===== config.mk =====
export PLATFORM = sky130hd
export DESIGN_NAME = real_capture
export DESIGN_NICKNAME = d
export VERILOG_FILES = /design/src/rtl/real_capture_pkg.sv /design/src/rtl/real_capture_mem.sv /design/src/rtl/real_capture.sv
export SDC_FILE = /design/constraint.sdc
export NUM_CORES = 1
export LEC_CHECK = 0
export BUFFER_PORTS_ARGS = -buffer_cell sky130_fd_sc_hd__buf_2
export CAP_MARGIN = 0
export CORE_MARGIN = 10
export CORE_UTILIZATION = 30
export CTS_CLUSTER_SIZE = 24
export DETAILED_ROUTE_END_ITERATION = 10
export GPL_TIMING_DRIVEN = 0
export PLACE_DENSITY = 0.44
export SLEW_MARGIN = 25
export SYNTH_ARGS = -nofsm -noshare
export SYNTH_HDL_FRONTEND = slang
export SYNTH_SLANG_ARGS = --single-unit

===== constraint.sdc =====
create_clock -name clk -period 8.35 [get_ports clk]
set_input_delay 1.67 -clock clk [delete_from_list [all_inputs] [get_ports clk]]
set_output_delay 1.67 -clock clk [all_outputs]
set_load 0.03 [all_outputs]

===== src/rtl/real_capture_pkg.sv =====
// Shared types and elaboration helpers for the real_capture sample buffer.
package real_capture_pkg;

  typedef enum logic [2:0] {
    IDLE,
    FILL,
    ARMED,
    POST,
    READ
  } state_t;

  // Pointer width for a DEPTH-entry circular buffer.
  function automatic int clog2(input int value);
    int w;
    w = 0;
    while ((1 << w) < value) w++;
    return w;
  endfunction

  function automatic bit depth_ok(input int depth);
    return (depth >= 4) && ((depth & (depth - 1)) == 0);
  endfunction

  function automatic bit pre_ok(input int depth, input int pre);
    return (pre >= 1) && (pre < depth);
  endfunction

endpackage


===== src/rtl/real_capture_mem.sv =====
// Simple dual-port sample RAM: one write port, one registered read port.
module real_capture_mem #(
  parameter int WIDTH = 25,
  parameter int DEPTH = 64,
  parameter int AW    = 6
) (
  input  logic             clk,
  input  logic             we,
  input  logic [AW-1:0]    waddr,
  input  logic [WIDTH-1:0] wdata,
  input  logic             re,
  input  logic [AW-1:0]    raddr,
  output logic [WIDTH-1:0] rdata
);

  logic [WIDTH-1:0] mem [DEPTH];

  // NOTE: no reset on the array or its read register, so this maps onto block RAM;
  // the captured samples deliberately survive a reset.
  always_ff @(posedge clk) begin
    if (we) mem[waddr] <= wdata;
    if (re) rdata <= mem[raddr];
  end

endmodule


===== src/rtl/real_capture.sv =====
// Pre/post-trigger capture buffer for fixed-point model outputs with handshaked readback.
// Optional sample decimation is enabled by defining REAL_CAPTURE_DECIM_EN (adds the decim port).
module real_capture
  import real_capture_pkg::*;
#(
  parameter int WIDTH    = 25,
  parameter int EXPONENT = -16,
  parameter int DEPTH    = 64,
  parameter int PRE      = 16
) (
  input  logic             clk,
  input  logic             rst,
  input  logic [WIDTH-1:0] in_,
  input  logic             arm,
  input  logic             trig,
`ifdef REAL_CAPTURE_DECIM_EN
  input  logic [7:0]       decim,
`endif
  output logic             busy,
  output logic [WIDTH-1:0] rd_data,
  output logic             rd_valid,
  input  logic             rd_ready,
  output logic             rd_last,
  output logic             done
);

  localparam int PW     = clog2(DEPTH);
  localparam int POST_N = DEPTH - PRE;

  if (!depth_ok(DEPTH)) begin : g_bad_depth
    $error("real_capture: DEPTH=%0d must be a power of two >= 4", DEPTH);
  end
  if (!pre_ok(DEPTH, PRE)) begin : g_bad_pre
    $error("real_capture: PRE=%0d must satisfy 1 <= PRE < DEPTH=%0d (EXPONENT=%0d)",
           PRE, DEPTH, EXPONENT);
  end

  state_t           state, state_next;
  logic [PW-1:0]    wr_ptr, rd_ptr, start_ptr, trig_start;
  logic [PW-1:0]    cnt, rd_cnt;
  logic             se, wr_en, rd_en;
  logic [WIDTH-1:0] q;

`ifdef REAL_CAPTURE_DECIM_EN
  logic [7:0] dec_cnt;

  // Held at zero in IDLE so the first FILL cycle is always a sample cycle.
  always_ff @(posedge clk) begin
    if (rst || state == IDLE) dec_cnt <= '0;
    else if (dec_cnt == decim) dec_cnt <= '0;
    else                       dec_cnt <= dec_cnt + 8'd1;
  end

  assign se = (dec_cnt == 8'd0);
`else
  assign se = 1'b1;
`endif

  assign trig_start = wr_ptr - PW'(PRE);
  assign busy       = (state != IDLE);
  assign rd_last    = rd_valid && (rd_cnt == PW'(DEPTH - 1));
  // The RAM output register is never reset, so gate it to read zero when idle.
  assign rd_data    = rd_valid ? q : '0;

  always_ff @(posedge clk) begin
    if (rst) state <= IDLE;
    else     state <= state_next;
  end

  // NOTE: every output of this block gets a default first, so no path leaves one
  // unassigned and no latch is inferred.
  always_comb begin
    state_next = state;
    wr_en      = 1'b0;
    rd_en      = 1'b0;
    case (state)
      IDLE:  if (arm) state_next = FILL;
      FILL:  if (se) begin
               wr_en = 1'b1;
               if (cnt == PW'(PRE - 1)) state_next = ARMED;
             end
      ARMED: if (se) begin
               wr_en = 1'b1;
               if (trig) state_next = (POST_N == 1) ? READ : POST;
             end
      POST:  if (se) begin
               wr_en = 1'b1;
               if (cnt == PW'(POST_N - 1)) state_next = READ;
             end
      READ:  begin
               if (!rd_valid) rd_en = 1'b1;
               else if (rd_ready) begin
                 if (rd_last) state_next = IDLE;
                 else         rd_en      = 1'b1;
               end
             end
      default: state_next = IDLE;
    endcase
  end

  // rd_ptr is the fetch address: it runs one sample ahead of the one on rd_data.
  // NOTE: registered state uses non-blocking assignments so every process sees the
  // pre-edge values; later assignments in the same edge override earlier ones.
  always_ff @(posedge clk) begin
    if (rst) begin
      wr_ptr    <= '0;
      rd_ptr    <= '0;
      start_ptr <= '0;
      cnt       <= '0;
      rd_cnt    <= '0;
      rd_valid  <= 1'b0;
      done      <= 1'b0;
    end else begin
      done <= 1'b0;
      if (wr_en) wr_ptr <= wr_ptr + PW'(1);
      if (rd_en) rd_ptr <= rd_ptr + PW'(1);
      case (state)
        IDLE: if (arm) begin
          wr_ptr <= '0;
          cnt    <= '0;
          rd_cnt <= '0;
        end
        FILL: if (wr_en) cnt <= (state_next == ARMED) ? '0 : cnt + PW'(1);
        ARMED: if (wr_en && trig) begin
          start_ptr <= trig_start;
          rd_ptr    <= trig_start;
          cnt       <= PW'(1);
        end
        POST: if (wr_en) begin
          cnt <= cnt + PW'(1);
          if (state_next == READ) rd_ptr <= start_ptr;
        end
        READ: begin
          if (!rd_valid) rd_valid <= 1'b1;
          else if (rd_ready) begin
            if (rd_last) begin
              rd_valid <= 1'b0;
              done     <= 1'b1;
            end else begin
              rd_cnt <= rd_cnt + PW'(1);
            end
          end
        end
        default: ;
      endcase
    end
  end

  real_capture_mem #(
    .WIDTH (WIDTH),
    .DEPTH (DEPTH),
    .AW    (PW)
  ) u_mem (
    .clk   (clk),
    .we    (wr_en),
    .waddr (wr_ptr),
    .wdata (in_),
    .re    (rd_en),
    .raddr (rd_ptr),
    .rdata (q)
  );

endmodule


Word level (Yosys, flattened, before mapping)
Memory sizes are Yosys's and may differ from the RTL's. A register that Yosys moved wholly into a read port is not among the register bits.
Index checks and enable logic that the tools add are counted.
{ "classes": {"eq_ne": 16, "n_bitwise": 3, "reduce_logical": 11, "n_addsub": 5, "mux": 37} }
{ "op_table": {"columns": ["operator", "n"], "rows": [
  ["$mux 6", 15],
  ["$mux 25", 1],
  ["$add 6x1->6 const B", 4],
  ["$pmux 6 s2", 2],
  ["$pmux 6 s4", 1],
  ["$mux 3", 7],
  ["$pmux 3 s5", 1],
  ["$ne 2x2->1 const B", 7],
  ["$eq 6x6->1 const B", 2],
  ["$mux 1", 10],
  ["$reduce_and 5->1", 2],
  ["$eq 3x2->1 const B", 3],
  ["$eq 3x3->1 const B", 2],
  ["$eq 6x4->1 const B", 1],
  ["$sub 6x5->6 const B", 1],
  ["$reduce_bool 4->1", 1],
  ["$reduce_or 4->1", 1],
  ["$eq 3x1->1 const B", 1],
  ["$logic_not 3->1", 1],
  ["$not 1->1", 3],
  ["$reduce_bool 3->1", 1],
  ["$reduce_or 3->1", 1],
  ["$logic_and 1x1->1", 2],
  ["$reduce_and 2->1", 1],
  ["$reduce_bool 2->1", 1]
]} }
{ "word_totals": {"ff_bits": 35, "out_inout_bits": 29, "word_cells": 81, "mem_count": 1, "mem_bits_rw": 1600, "in_bits": 30} }
{ "mem_list": {"columns": ["name", "words", "width", "rd", "rd_ports_with_merged_regs", "wr", "line", "text"], "rows": [
  ["u_mem.mem", 64, 25, 1, 1, 1, "real_capture_mem.sv:16", "logic [WIDTH-1:0] mem [DEPTH];"]
]} }

Depth between registers and ports, before layout
{ "logic_depth": {"ltp_word": 10, "depth_mapped": 10, "depth_no_buf": 6} }

By module
Synthesis repeated with hierarchy kept, for this count alone.
{ "hier_totals": {"cells_unflattened": 3079, "hier_area_um2": 64609.5} }
{ "modules_own_cells": {"columns": ["mod", "cells_each", "area_each_um2", "seq_area_each_um2", "instances"], "rows": [
  ["real_capture_mem", 2850, 62747.7, 48796.8, 1],
  ["real_capture", 229, 1861.8, 700.7, 1]
]} }

Worst setup path after synthesis
No wires, ideal clock.
{ "synth_timing": {"path_type": "register to output", "start": "register rd_valid", "end": "output rd_last", "path_slack_ns": 5.282, "path_buffers": 1, "t_arrival_ns": 1.398, "path_stages_with_launch": 4, "required_time_ns": 6.680, "path_cell_list": "dfxtp_1 clkbuf_1 nand3_1 nor2_1"} }
{ "synth_via": {"elab_chain_cells": 1} }
{ "synth_rtl": {"columns": ["item", "line", "text"], "rows": [
  ["start: declaration", "real_capture.sv:21", "output logic rd_valid,"],
  ["start signal: assignment", "real_capture.sv:111", "rd_valid <= 1'b0;"],
  ["start signal: assignment", "real_capture.sv:134", "if (!rd_valid) rd_valid <= 1'b1;"],
  ["start signal: assignment", "real_capture.sv:137", "rd_valid <= 1'b0;"],
  ["$logic_and 1x1->1", "real_capture.sv:61", "assign rd_last = rd_valid && (rd_cnt == PW'(DEPTH - 1));"],
  ["end: declaration", "real_capture.sv:23", "output logic rd_last,"]
]} }
Every way passes these cells.

Worst setup path after layout
{ "layout_timing": {"start": "register rd_valid", "end": "output rd_data[23]"} }
{ "layout_via": {"elab_chain_cells": 1} }
{ "layout_rtl": {"columns": ["item", "line", "text"], "rows": [
  ["$mux 25", "real_capture.sv:63", "assign rd_data = rd_valid ? q : '0;"],
  ["end: declaration", "real_capture.sv:20", "output logic [WIDTH-1:0] rd_data,"]
]} }
Every way passes these cells.

==> flow_summary.json <==
{
  "synthSimpleGateAreaFrac_pct": 2.23,
  "vias_per_cell": 5.26,
  "crit_type": "reg2out",
  "htree_levels": 4,
  "avgSynthCellArea_um2": 20.7,
  "worst_setup_path_start_kind": "register",
  "rsz0062_at_grt": "false",
  "hpwl_um": 160000,
  "final_common_cell": "edfxtp_1",
  "worstPathArrival_ns": 2.84,
  "drc": 0,
  "ir_drop_mv": 0.172,
  "final_max_slew_viol_count": 0,
  "synthCells": 3102,
  "clk_pin_slew_ns": 0.06,
  "end_kind": "output pin",
  "fin_worst_skew_ns": 0.0377,
  "cp_max_fo": 10,
  "core_area_um2": 213000,
  "cp_data_required_time_ns": 6.68,
  "cts_buffer_depth": 3,
  "first_global_vias": 33020,
  "power_density_nw_per_um2": 224,
  "vias": 33664,
  "fp.dieW_um": 483,
  "yosysWarnings": 0,
  "hp-start": "start_ptr[1]",
  "cts_setup_buffers": 0,
  "synth_nets": 3140,
  "synth_area_leader_cell": "edfxtp_1",
  "die_h_um": 483,
  "synth_xor_area_share_pct": 0.177,
  "ys_seq_area_share_pct": 77.1,
  "initialDrtViolationCount": 4242,
  "yosys.area.top_type_share_pct": 76.0,
  "nets": 3469,
  "ant_nets": 0,
  "synth_seq_cells": 1660,
  "hold_path_class": "reg2reg",
  "tritoncts": "built",
  "r2r_start": "rd_ptr[0]",
  "leakagePower_nw": 22.9,
  "io_buffers": 57,
  "ys_types": 70,
  "wl_um": 231000,
  "area_growth_pct": 18.9,
  "hold_buffers": 0,
  "period_share_pct": 54.0,
  "grt_max_degree": 65,
  "syn-cell-area_um2": 64200,
  "cts.sinks": 1660,
  "gp_congestion": 0.845,
  "grt_pass1_wl_um": 307000,
  "critPathLaunch": "rd_valid",
  "antenna_found_initial": 17,
  "max_cap_violations": 0,
  "synthTopCellsByArea": "edfxtp_1 (76%), mux4_2 (10%), mux2i_1 (3.9%), dfxtp_1 (1.1%), nor2_1 (0.72%)",
  "outcome": "complete, no violations",
  "die_area_um2": 233000,
  "hold_viol": 0,
  "final_cell_mix": "edfxtp_1 (1,625), mux4_2 (288), mux2i_1 (250)",
  "muxShareOfSynthArea_pct": 14.3,
  "slew_headroom_pct": 18.4,
  "synth-edff-count": 1625,
  "root_buffer": "clkbuf_16",
  "rows": 169,
  "fin_tns_setup_ns": 0,
  "synth_top_family_by_area": "multiplexers",
  "synth-compound-area-share_pct": 4.25,
  "drive_gt1_share_pct": 25.1,
  "grt_use_total_pct": 19.5,
  "finalCriticalPeriod_ns": 4.51,
  "synth_async_sr_flop_share_pct": 0,
  "insertion_delay_ns": 0.84,
  "cts_made_buffers": 179,
  "utilization_pct": 35.9,
  "start_util_pct": 30.2,
  "fmax_mhz": 222,
  "dr.pass1.iters": 5,
  "wl_per_cell_um": 36.1,
  "synth-main-ff-cell": "edfxtp_1",
  "setup_violations": 0,
  "synth_fa_ha_area_share_pct": 0.156,
  "cts_resized": 0,
  "worstMarginPinSlew_ns": 1.22,
  "overflow": 0,
  "io_pins": 59
}
report_power, final:
group / switching (mW) / total (mW) / internal (mW)
registers: 0.00508 / 9.16 / 9.16
clock network: 3.36 / 7.64 / 4.28
logic: 0.238 / 0.294 / 0.0561
total: 3.60 / 17.1 / 13.5
worst max-delay path, cell delays in order, from the launching register on:
cell and delay [ns]:
dfxtp_1 0.34, clkbuf_2 0.38, buf_16 0.19, clkbuf_2 0.47, and2_1 0.35, buf_2 0.26
path summary, 6_finish.rpt:
kind / depth (start not counted) / endpoint / slack, ns
worst max-delay path: 5 / rd_data[23] / 3.84
worst min-delay path: 2 / start_ptr[1] / 0.46
worst max register to register: 8 / u_mem.rdata[17] / 4.01
worst min register to register: 2 / start_ptr[1] / 0.46
cell families (layout without fill, tap and decap cells):
group | count (synthesis) | in the layout
flip-flops | 1660 | 1660
multiplexers | 557 | 557
AO/OA/AOI/OAI | 376 | 376
AND/OR/NAND/NOR | 306 | 306
buffers and inverters | 182 | 658
XOR/XNOR | 13 | 13
adder cells (fa/ha/maj) | 8 | 8
other | 0 | 6
cell usage after synthesis, types with 3 or more instances:
| cell type | number |
|---|---|
| edfxtp_1 | 1625 |
| or3_1 | 3 |
| a2111oi_2 | 4 |
| buf_2 | 44 |
| a22o_1 | 10 |
| a211oi_1 | 39 |
| nand2_1 | 77 |
| o211a_1 | 11 |
| mux2i_1 | 250 |
| o22ai_1 | 46 |
| o21ai_0 | 43 |
| a221oi_1 | 25 |
| and2_1 | 38 |
| a31oi_1 | 10 |
| clkbuf_1 | 56 |
| a21oi_1 | 59 |
| and3_1 | 3 |
| buf_12 | 4 |
| mux2_2 | 19 |
| a22oi_1 | 36 |
| mux4_2 | 288 |
| o221ai_1 | 49 |
| buf_6 | 26 |
| nor3_1 | 9 |
| a2111oi_0 | 8 |
| xnor2_1 | 10 |
| nor2b_1 | 6 |
| buf_4 | 34 |
| nand2b_1 | 8 |
| xor2_1 | 3 |
| nor2_1 | 123 |
| nand3_1 | 7 |
| dfxtp_1 | 35 |
| nand4_1 | 6 |
| o22a_1 | 4 |
| a211o_1 | 12 |
| buf_1 | 5 |
| inv_1 | 10 |
| ha_1 | 8 |
| nand3b_1 | 9 |
layout make-up:
cell class              count  area [um^2]
diodes                      6         15.0
clock inverters            94          815
multi-input cells        1260        14000
plain buffers             171         1130
flip-flops and latches   1660        49500
fillers                 19641       136000
inverters                  11         43.8
repair buffers            148         2530
clock buffers             234         4730
well taps                2821         3530
metal layers:
| metal | up-vias | global-route usage (%) | share of wire (%) |
|---|---|---|---|
| met5 | - | 0.388 | 0.061 |
| met4 | 4 | 7.64 | 4.2 |
| met3 | 290 | 4.39 | 7.8 |
| met2 | 1409 | 29.9 | 45 |
| met1 | 18320 | 27.0 | 43 |
| li1 | 13641 | - | - |
state kept, by name (all words and copies together) (netlist names):
register,cells
state,3
rd_ptr,6
wr_ptr,6
start_ptr,6
done,1
cnt,6
u_mem.rdata,25
rd_valid,1
u_mem.mem,1600
rd_cnt,6
metrics by stage:
stage	std cells	power, mW	hold WS, ns	area [um^2]	worst slack [ns]
after global placement	5980	9.60	0.451	68000	2.55
after detailed placement	6069	9.63	0.450	70700	4.03
after CTS	6397	17.2	0.458	76300	3.65
after floorplan	3102	9.38	0.437	64200	5.28
final	6405	17.1	0.459	76300	3.84
after global routing	6400	17.6	0.487	76300	3.66
No activity file was read; power rests on OpenSTA's default activity.
